File: config.mk
export PLATFORM = sky130hd
export DESIGN_NAME = dibit_word_packer
export DESIGN_NICKNAME = d
export VERILOG_FILES = /design/src/rtl/dibit_word_packer.sv
export SDC_FILE = /design/constraint.sdc
export NUM_CORES = 1
export LEC_CHECK = 0
export CORE_MARGIN = 2
export CORE_UTILIZATION = 35
export DETAILED_ROUTE_END_ITERATION = 10
export SLEW_MARGIN = 10
export SYNTH_ARGS = -nofsm -noshare
export SYNTH_HDL_FRONTEND = slang
export SYNTH_SLANG_ARGS = --single-unit
File: constraint.sdc
create_clock -name clk -period 2.4 [get_ports clk]
set_clock_uncertainty 0.2 [all_clocks]
set_input_delay 0.72 -clock clk [delete_from_list [all_inputs] [get_ports clk]]
set_output_delay 0.72 -clock clk [all_outputs]
set_load 0.03 [all_outputs]
File: src/rtl/dibit_word_packer.sv
// Rebuilds a WORD_LENGHT-bit word from a stream of 2-bit dibits, least-significant dibit first,
// and publishes each completed word on a holding register with a one-cycle valid pulse.
module dibit_word_packer #(
    parameter int WORD_LENGHT = 16,
    parameter int CNT_W       = $clog2(WORD_LENGHT / 2)
) (
    input  logic                   clk,
    input  logic                   reset,
    input  logic [1:0]             data_in,
    input  logic                   shift_enable,
    input  logic                   synch_reset,
    output logic [WORD_LENGHT-1:0] data_out,
    output logic                   word_valid,
    output logic [CNT_W-1:0]       dibit_count,
    output logic                   busy
);

    typedef enum logic [0:0] {
        ST_EMPTY   = 1'b0,
        ST_FILLING = 1'b1
    } state_t;

    localparam logic [CNT_W-1:0] LAST_IDX = CNT_W'(WORD_LENGHT / 2 - 1);

    state_t                 state_r, state_s;
    logic [WORD_LENGHT-1:0] asm_r, asm_s;
    logic [WORD_LENGHT-1:0] data_out_r, data_out_s;
    logic [CNT_W-1:0]       cnt_r, cnt_s;
    logic                   valid_r, valid_s;
    logic [WORD_LENGHT-1:0] shifted_s;

    // Next-state and datapath decode; flush wins over a simultaneous dibit.
    always_comb begin
        state_s    = state_r;
        asm_s      = asm_r;
        data_out_s = data_out_r;
        cnt_s      = cnt_r;
        valid_s    = 1'b0;
        shifted_s  = {data_in, asm_r[WORD_LENGHT-1:2]};
        if (synch_reset) begin
            asm_s   = '0;
            cnt_s   = '0;
            state_s = ST_EMPTY;
        end else if (shift_enable) begin
            asm_s = shifted_s;
            case (state_r)
                ST_EMPTY: begin
                    cnt_s   = CNT_W'(1);
                    state_s = ST_FILLING;
                end
                ST_FILLING: begin
                    if (cnt_r == LAST_IDX) begin
                        data_out_s = shifted_s;
                        valid_s    = 1'b1;
                        cnt_s      = '0;
                        state_s    = ST_EMPTY;
                    end else begin
                        cnt_s = cnt_r + CNT_W'(1);
                    end
                end
                default: begin
                    asm_s   = '0;
                    cnt_s   = '0;
                    state_s = ST_EMPTY;
                end
            endcase
        end else begin
            state_s = state_r;
        end
    end

    // State, assembly and output registers.
    always_ff @(posedge clk or negedge reset) begin
        if (!reset) begin
            state_r    <= ST_EMPTY;
            asm_r      <= '0;
            data_out_r <= '0;
            cnt_r      <= '0;
            valid_r    <= 1'b0;
        end else begin
            state_r    <= state_s;
            asm_r      <= asm_s;
            data_out_r <= data_out_s;
            cnt_r      <= cnt_s;
            valid_r    <= valid_s;
        end
    end

    assign data_out    = data_out_r;
    assign word_valid  = valid_r;
    assign dibit_count = cnt_r;
    assign busy        = (state_r == ST_FILLING);

endmodule
==> results of run 1 <==
## layout make-up
type                       instances  area [um^2]
tap                               50         62.6
timing repair buffer              33          325
fill                             359         2100
clock buffer                       7         76.3
sequential                        35          876
clock inverter                     1         5.00
inverter                           1         3.75
multi-input combinational         59          522
## flip-flops by register name, summed over array words and instances, names as in the netlist
name and flops:
asm_r 14, busy 1, data_out 16, dibit_count 3, word_valid 1
## cells in the mapped netlist
library cell	instances
buf_6	2
nor2_1	16
nand3_1	2
inv_1	1
nand2b_1	2
nor3_1	2
mux2_4	9
nand4b_4	1
buf_2	3
clkbuf_1	1
mux2_2	7
dfrtp_1	35
o211a_1	1
ha_1	2
a21oi_1	2
mux2i_1	14
and3_1	1
## cell families after synthesis
| kind of cell | count (synthesis) |
|---|---|
| AOI/OAI and AO/OA | 3 |
| adders and majority gates | 2 |
| buffers and inverters | 7 |
| muxes | 30 |
| and+or+nand+nor | 24 |
| DFF | 35 |
## power groups by stage
stage	clock [W]	sequential [W]	combinational, W
after floorplan	0	0.000620	0.0000283
after global placement	0	0.000613	0.0000687
after detailed placement	0	0.000613	0.0000704
after CTS	0.000427	0.000602	0.0000707
after global routing	0.000445	0.000603	0.0000758
final	0.000415	0.000602	0.0000689
## worst reg2reg max path: cells and delay by family, from the launching register on
kind | cells | cell delay, ns
adder cells (fa/ha/maj) | 2 | 0.44
buffers and inverters | 1 | 0.17
flip-flops | 1 | 0.41
multiplexers | 1 | 0.33
AND/OR/NAND/NOR | 1 | 0.13
## path summary, 6_finish.rpt
kind / startpoint / to / slack [ns] / cells past startpoint
setup / recovery: dibit_count[0] / dibit_count[0] / 0.11 / 1
hold / removal: asm_r[3] / data_out[1] / 0.31 / 1
setup reg to reg: dibit_count[0] / data_out[15] / 0.60 / 5
hold reg to reg: asm_r[3] / data_out[1] / 0.31 / 1
max in group asynchronous: reset / data_out[13] / 1.05 / 2
min in group asynchronous: reset / asm_r[3] / 0.63 / 2
## layer usage
layer	wire length (um)	vias up
li1	-	409
met1	1230	430
met2	1180	20
met3	131	8
met4	72	0
met5	0	-
## metrics by stage
step / setup WS (ns) / power, W / hold slack, ns
after floorplan: 0.480 / 0.000648 / 0.224
after global placement: 0.166 / 0.000682 / 0.291
after detailed placement: 0.161 / 0.000684 / 0.297
after CTS: 0.102 / 0.00110 / 0.310
after global routing: 0.0561 / 0.00112 / 0.324
final: 0.113 / 0.00109 / 0.309
==> results.json, run 1 <==
{
  "viasPerCell": 4.66,
  "root_buffer": "clkbuf_8",
  "synth-seq-cells": 35,
  "cp.arrival_ns": 1.37,
  "numCtsBuffers": 5,
  "cts_resized": 0,
  "finalMaxSlewViolations": 0,
  "p_clk_share_pct": 38.2,
  "avgSynthCellArea_um2": 14.3,
  "cts.clk_slew.worst_paths_ns": 0.07,
  "status": "complete, no violations",
  "maxCapViolCount": 0,
  "area_delta_synth_final_pct": 29.7,
  "use_met2_pct": 19.2,
  "diodes": 0,
  "avgRoutedWirePerCell_um": 14.0,
  "drtIter0Drc": 31,
  "nets": 143,
  "required_ns": 1.48,
  "synthAdderAreaFrac_pct": 1.73,
  "firstDrtPassIters": 4,
  "crit_buf_inv": 1,
  "seq_area_frac_synth_pct": 60.7,
  "cp-end-kind": "output port",
  "finalSetupTns_ns": 0,
  "finish.instance_area_mm2": 0.00187,
  "synth_top_family_by_area": "multiplexers",
  "crit_type": "reg -> out",
  "drc_errors": 0,
  "synthSimpleGateAreaFrac_pct": 8.50,
  "critPathSlowestCell": "clkdlybuf4s50_1",
  "power_leakage_nw": 0.974,
  "dp.cells": 178,
  "post-route-util_pct": 47.1,
  "post_synth_xor_area_fraction_pct": 0,
  "grt_use_total_pct": 13.1,
  "start_util_pct": 36.3,
  "hpwl_um": 1690,
  "setup.worst_path.start_class": "flop",
  "hold_viol": 0,
  "clock_sinks": 35,
  "final_common_cell": "dfrtp_1",
  "pwr-share-seq_pct": 55.4,
  "finalNonFillerCells": 186,
  "busiest_layer": "met2",
  "worst_pin_slew_ns": 0.439,
  "critPathMaxFanout": 4,
  "synth.distinct_cells": 17,
  "yosys_warnings": 0,
  "antenna_found_initial": 0,
  "clock_latency_ns": 0.29,
  "fmax_mhz": 437,
  "max_stage_delay_ns": 0.69,
  "synth_top_cell_by_area": "dfrtp_1",
  "period_share_pct": 95.3,
  "setup_violations": 0,
  "num_rows": 23,
  "postCtsSetupRepairBufs": 0,
  "syn_inst": 101,
  "path_delay_family": "buffers and inverters",
  "yosysTopAreaCellShare_pct": 60.7,
  "met3_usage_pct": 4.11,
  "rsz0062_at_grt": "false",
  "min_period_ns": 2.29,
  "grt_max_degree": 36,
  "yosys-top-cells-area": "dfrtp_1 (61%), mux2i_1 (9.7%), mux2_4 (9.4%), mux2_2 (5.5%), nor2_1 (4.2%)",
  "cts_max_path_buffers": 2,
  "die_w_um": 68.2,
  "p_sw_share_pct": 23.7,
  "crit_path_cell_trace": "clkdlybuf4s50_1",
  "netlist_area_mm2": 0.00144,
  "routed_wl_um": 2610,
  "drive_above_1_share_pct": 22.1,
  "synth_compound_area_share_pct": 1.39,
  "final_cell_mix": "dfrtp_1 (35), clkdlybuf4s50_1 (26), nor2_1 (16)",
  "grt_use_met1_pct": 16.6,
  "gp_congestion": 0.706,
  "slew_headroom_pct": 70.7,
  "numPortBuffers": 26,
  "coreArea_mm2": 0.00397,
  "power.internal_w": 0.000829,
  "ant_nets": 0,
  "pwr-share-comb_pct": 6.3,
  "grt_pass1_wl_um": 4310,
  "chipHeight_um": 68.2,
  "ctsHoldBuffers": 0,
  "power_density_mw_per_mm2": 581,
  "synth_nets": 109,
  "die_area_mm2": 0.00465,
  "ir_worst_vdd_mv": 0.268,
  "synthMuxAreaShare_pct": 24.5,
  "pin_count": 27,
  "placed_area_mm2": 0.00179,
  "cts_htree_levels": 2,
  "vias": 867,
  "hp-class": "reg -> reg",
  "p_switching_w": 0.000257,
  "grt_pass1_vias": 866,
  "grt.overflow.total": 0,
  "cts_tree": "done"
}
Note: power is estimated with default switching activity, not from simulation.
==> run 2, diff against run 1 <==
--- a/config.mk
+++ b/config.mk
@@ -5,7 +5,8 @@
 export SDC_FILE = /design/constraint.sdc
 export NUM_CORES = 1
 export LEC_CHECK = 0
-export CORE_MARGIN = 2
+export CORE_ASPECT_RATIO = 1.1
+export CORE_MARGIN = 5
 export CORE_UTILIZATION = 35
 export DETAILED_ROUTE_END_ITERATION = 10
 export SLEW_MARGIN = 10
==> run 2 against run 1 <==
Via count is 0.46% lower. Power increased by 3.6%. Highest routed layer unchanged. Register-to-register slack is essentially flat. Die area rose by 18%. Clock-buffer cell count rose by 1. Utilization increased by 0.44 points. Sequential power is essentially flat. Routed wire length decreased by 0.73%. Global-route usage decreased by 2.8 points. Combinational power is 0.7% lower. Largest power group unchanged. Clock power rose by 9.6%.
==> results.json, run 2 (same netlist as run 1, synthesis figures left out) <==
{
  "p_sw_share_pct": 21.2,
  "cts_tree": "done",
  "viasPerCell": 4.61,
  "drive_above_1_share_pct": 22.2,
  "rsz0062_at_grt": "false",
  "final_cell_mix": "dfrtp_1 (35), clkdlybuf4s50_1 (26), nor2_1 (16)",
  "setup.worst_path.start_class": "flop",
  "nets": 142,
  "vias": 863,
  "p_switching_w": 0.000239,
  "power.internal_w": 0.000887,
  "pin_count": 27,
  "period_share_pct": 95.2,
  "root_buffer": "clkbuf_8",
  "min_period_ns": 2.28,
  "status": "complete, no violations",
  "grt_pass1_vias": 940,
  "cp.arrival_ns": 1.36,
  "die_w_um": 71.2,
  "slew_headroom_pct": 71.8,
  "reg2reg_from": "dibit_count[0]",
  "coreArea_mm2": 0.00396,
  "hpwl_um": 1810,
  "hold_viol": 0,
  "crit_path_cell_trace": "clkdlybuf4s50_1",
  "crit_buf_inv": 1,
  "die_area_mm2": 0.00551,
  "diodes": 0,
  "cp.depth": 1,
  "cts.clk_slew.worst_paths_ns": 0.07,
  "finish.instance_area_mm2": 0.00188,
  "area_delta_synth_final_pct": 30.6,
  "drtIter0Drc": 41,
  "ant_nets": 0,
  "worst_pin_slew_ns": 0.424,
  "start_util_pct": 36.4,
  "p_clk_share_pct": 40.4,
  "power_leakage_nw": 0.979,
  "routed_wl_um": 2590,
  "postCtsSetupRepairBufs": 0,
  "final_common_cell": "dfrtp_1",
  "gp_congestion": 0.694,
  "firstDrtPassIters": 4,
  "grt_pass1_wl_um": 4360,
  "hp-class": "reg -> reg",
  "critPathSlowestCell": "clkdlybuf4s50_1",
  "drc_errors": 0,
  "setup_violations": 0,
  "grt.overflow.total": 0,
  "reg2reg_slack_ns": 0.60,
  "critPathMaxFanout": 4,
  "clock_sinks": 35,
  "ff2ff_path_depth": 5,
  "required_ns": 1.48,
  "placed_area_mm2": 0.00178,
  "finalSetupTns_ns": 0,
  "chipHeight_um": 77.3,
  "grt_max_degree": 36,
  "grt_use_total_pct": 10.3,
  "path_delay_family": "buffers and inverters",
  "num_rows": 24,
  "antenna_found_initial": 0,
  "cp-end-kind": "output port",
  "power_density_mw_per_mm2": 598,
  "avgRoutedWirePerCell_um": 13.9,
  "numPortBuffers": 26,
  "finalMaxSlewViolations": 0,
  "fmax_mhz": 438,
  "max_stage_delay_ns": 0.69,
  "cp-startpoint": "dibit_count[0]",
  "r2r_end": "data_out[6]",
  "crit_type": "reg -> out",
  "numCtsBuffers": 5,
  "cts_max_path_buffers": 2,
  "pwr-share-comb_pct": 6.1,
  "crit_end": "dibit_count[0]",
  "cts_resized": 0,
  "largest_register_ffs": 16,
  "ir_worst_vdd_mv": 0.380,
  "clock_latency_ns": 0.28,
  "cts_htree_levels": 2,
  "pwr-share-seq_pct": 53.5,
  "maxCapViolCount": 0,
  "ctsHoldBuffers": 0
}
==> run 2: cell count changes in the layout (fill, tap and decap cells not counted) <==
cell      delta
buf_4        -1
clkbuf_1     -1
clkbuf_8     +2
clkinv_2     -1
==> run 2: worst min path at each step <==
| stage | from | slack (ns) | cells after the start | end |
|---|---|---|---|---|
| final | data_out[8] | 0.31 | 1 | data_out[8] |
| after global routing | data_out[7] | 0.33 | 1 | data_out[7] |
| after CTS | data_out[15] | 0.31 | 1 | data_out[15] |
| after detailed placement | data_out[6] | 0.30 | 1 | data_out[6] |
| after global placement | asm_r[3] | 0.29 | 1 | data_out[1] |
| after floorplan | reset | 0.22 | 0 | asm_r[10] |
==> run 2: cell type report <==
type | instances | area (um^2)
Clock buffer | 8 | 100
Fill cell | 387 | 2080
Inverter | 1 | 3.75
Multi-Input combinational cell | 59 | 522
Sequential cell | 35 | 876
Tap cell | 52 | 65.1
Timing Repair Buffer | 32 | 318
==> run 2: per-stage QoR <==
stage	power, W	hold WS, ns	utilization [%]	setup WS, ns	std cells
final	0.00113	0.308	47.5	0.115	187
after global routing	0.00118	0.327	47.5	0.0686	187
after CTS	0.00115	0.313	47.5	0.0998	187
after detailed placement	0.000683	0.297	45.0	0.186	179
after global placement	0.000681	0.291	45.0	0.212	179
after floorplan	0.000648	0.224	-	0.480	101
==> run 2: power by group through the flow <==
stage	logic, W	registers, W	clock network [W]
after floorplan	0.0000283	0.000620	0
after global placement	0.0000683	0.000613	0
after detailed placement	0.0000701	0.000613	0
after CTS	0.0000703	0.000602	0.000474
after global routing	0.0000751	0.000603	0.000499
final	0.0000684	0.000602	0.000455
==> run 2: layer usage <==
metal  routed length [um]  global-route usage, %  up-vias
met5                    0                      0        -
met3                  135                   4.78        4
met4                   29                   3.95        0
li1                     -                      -      408
met2                 1380                   17.3       17
met1                 1050                   11.1      434
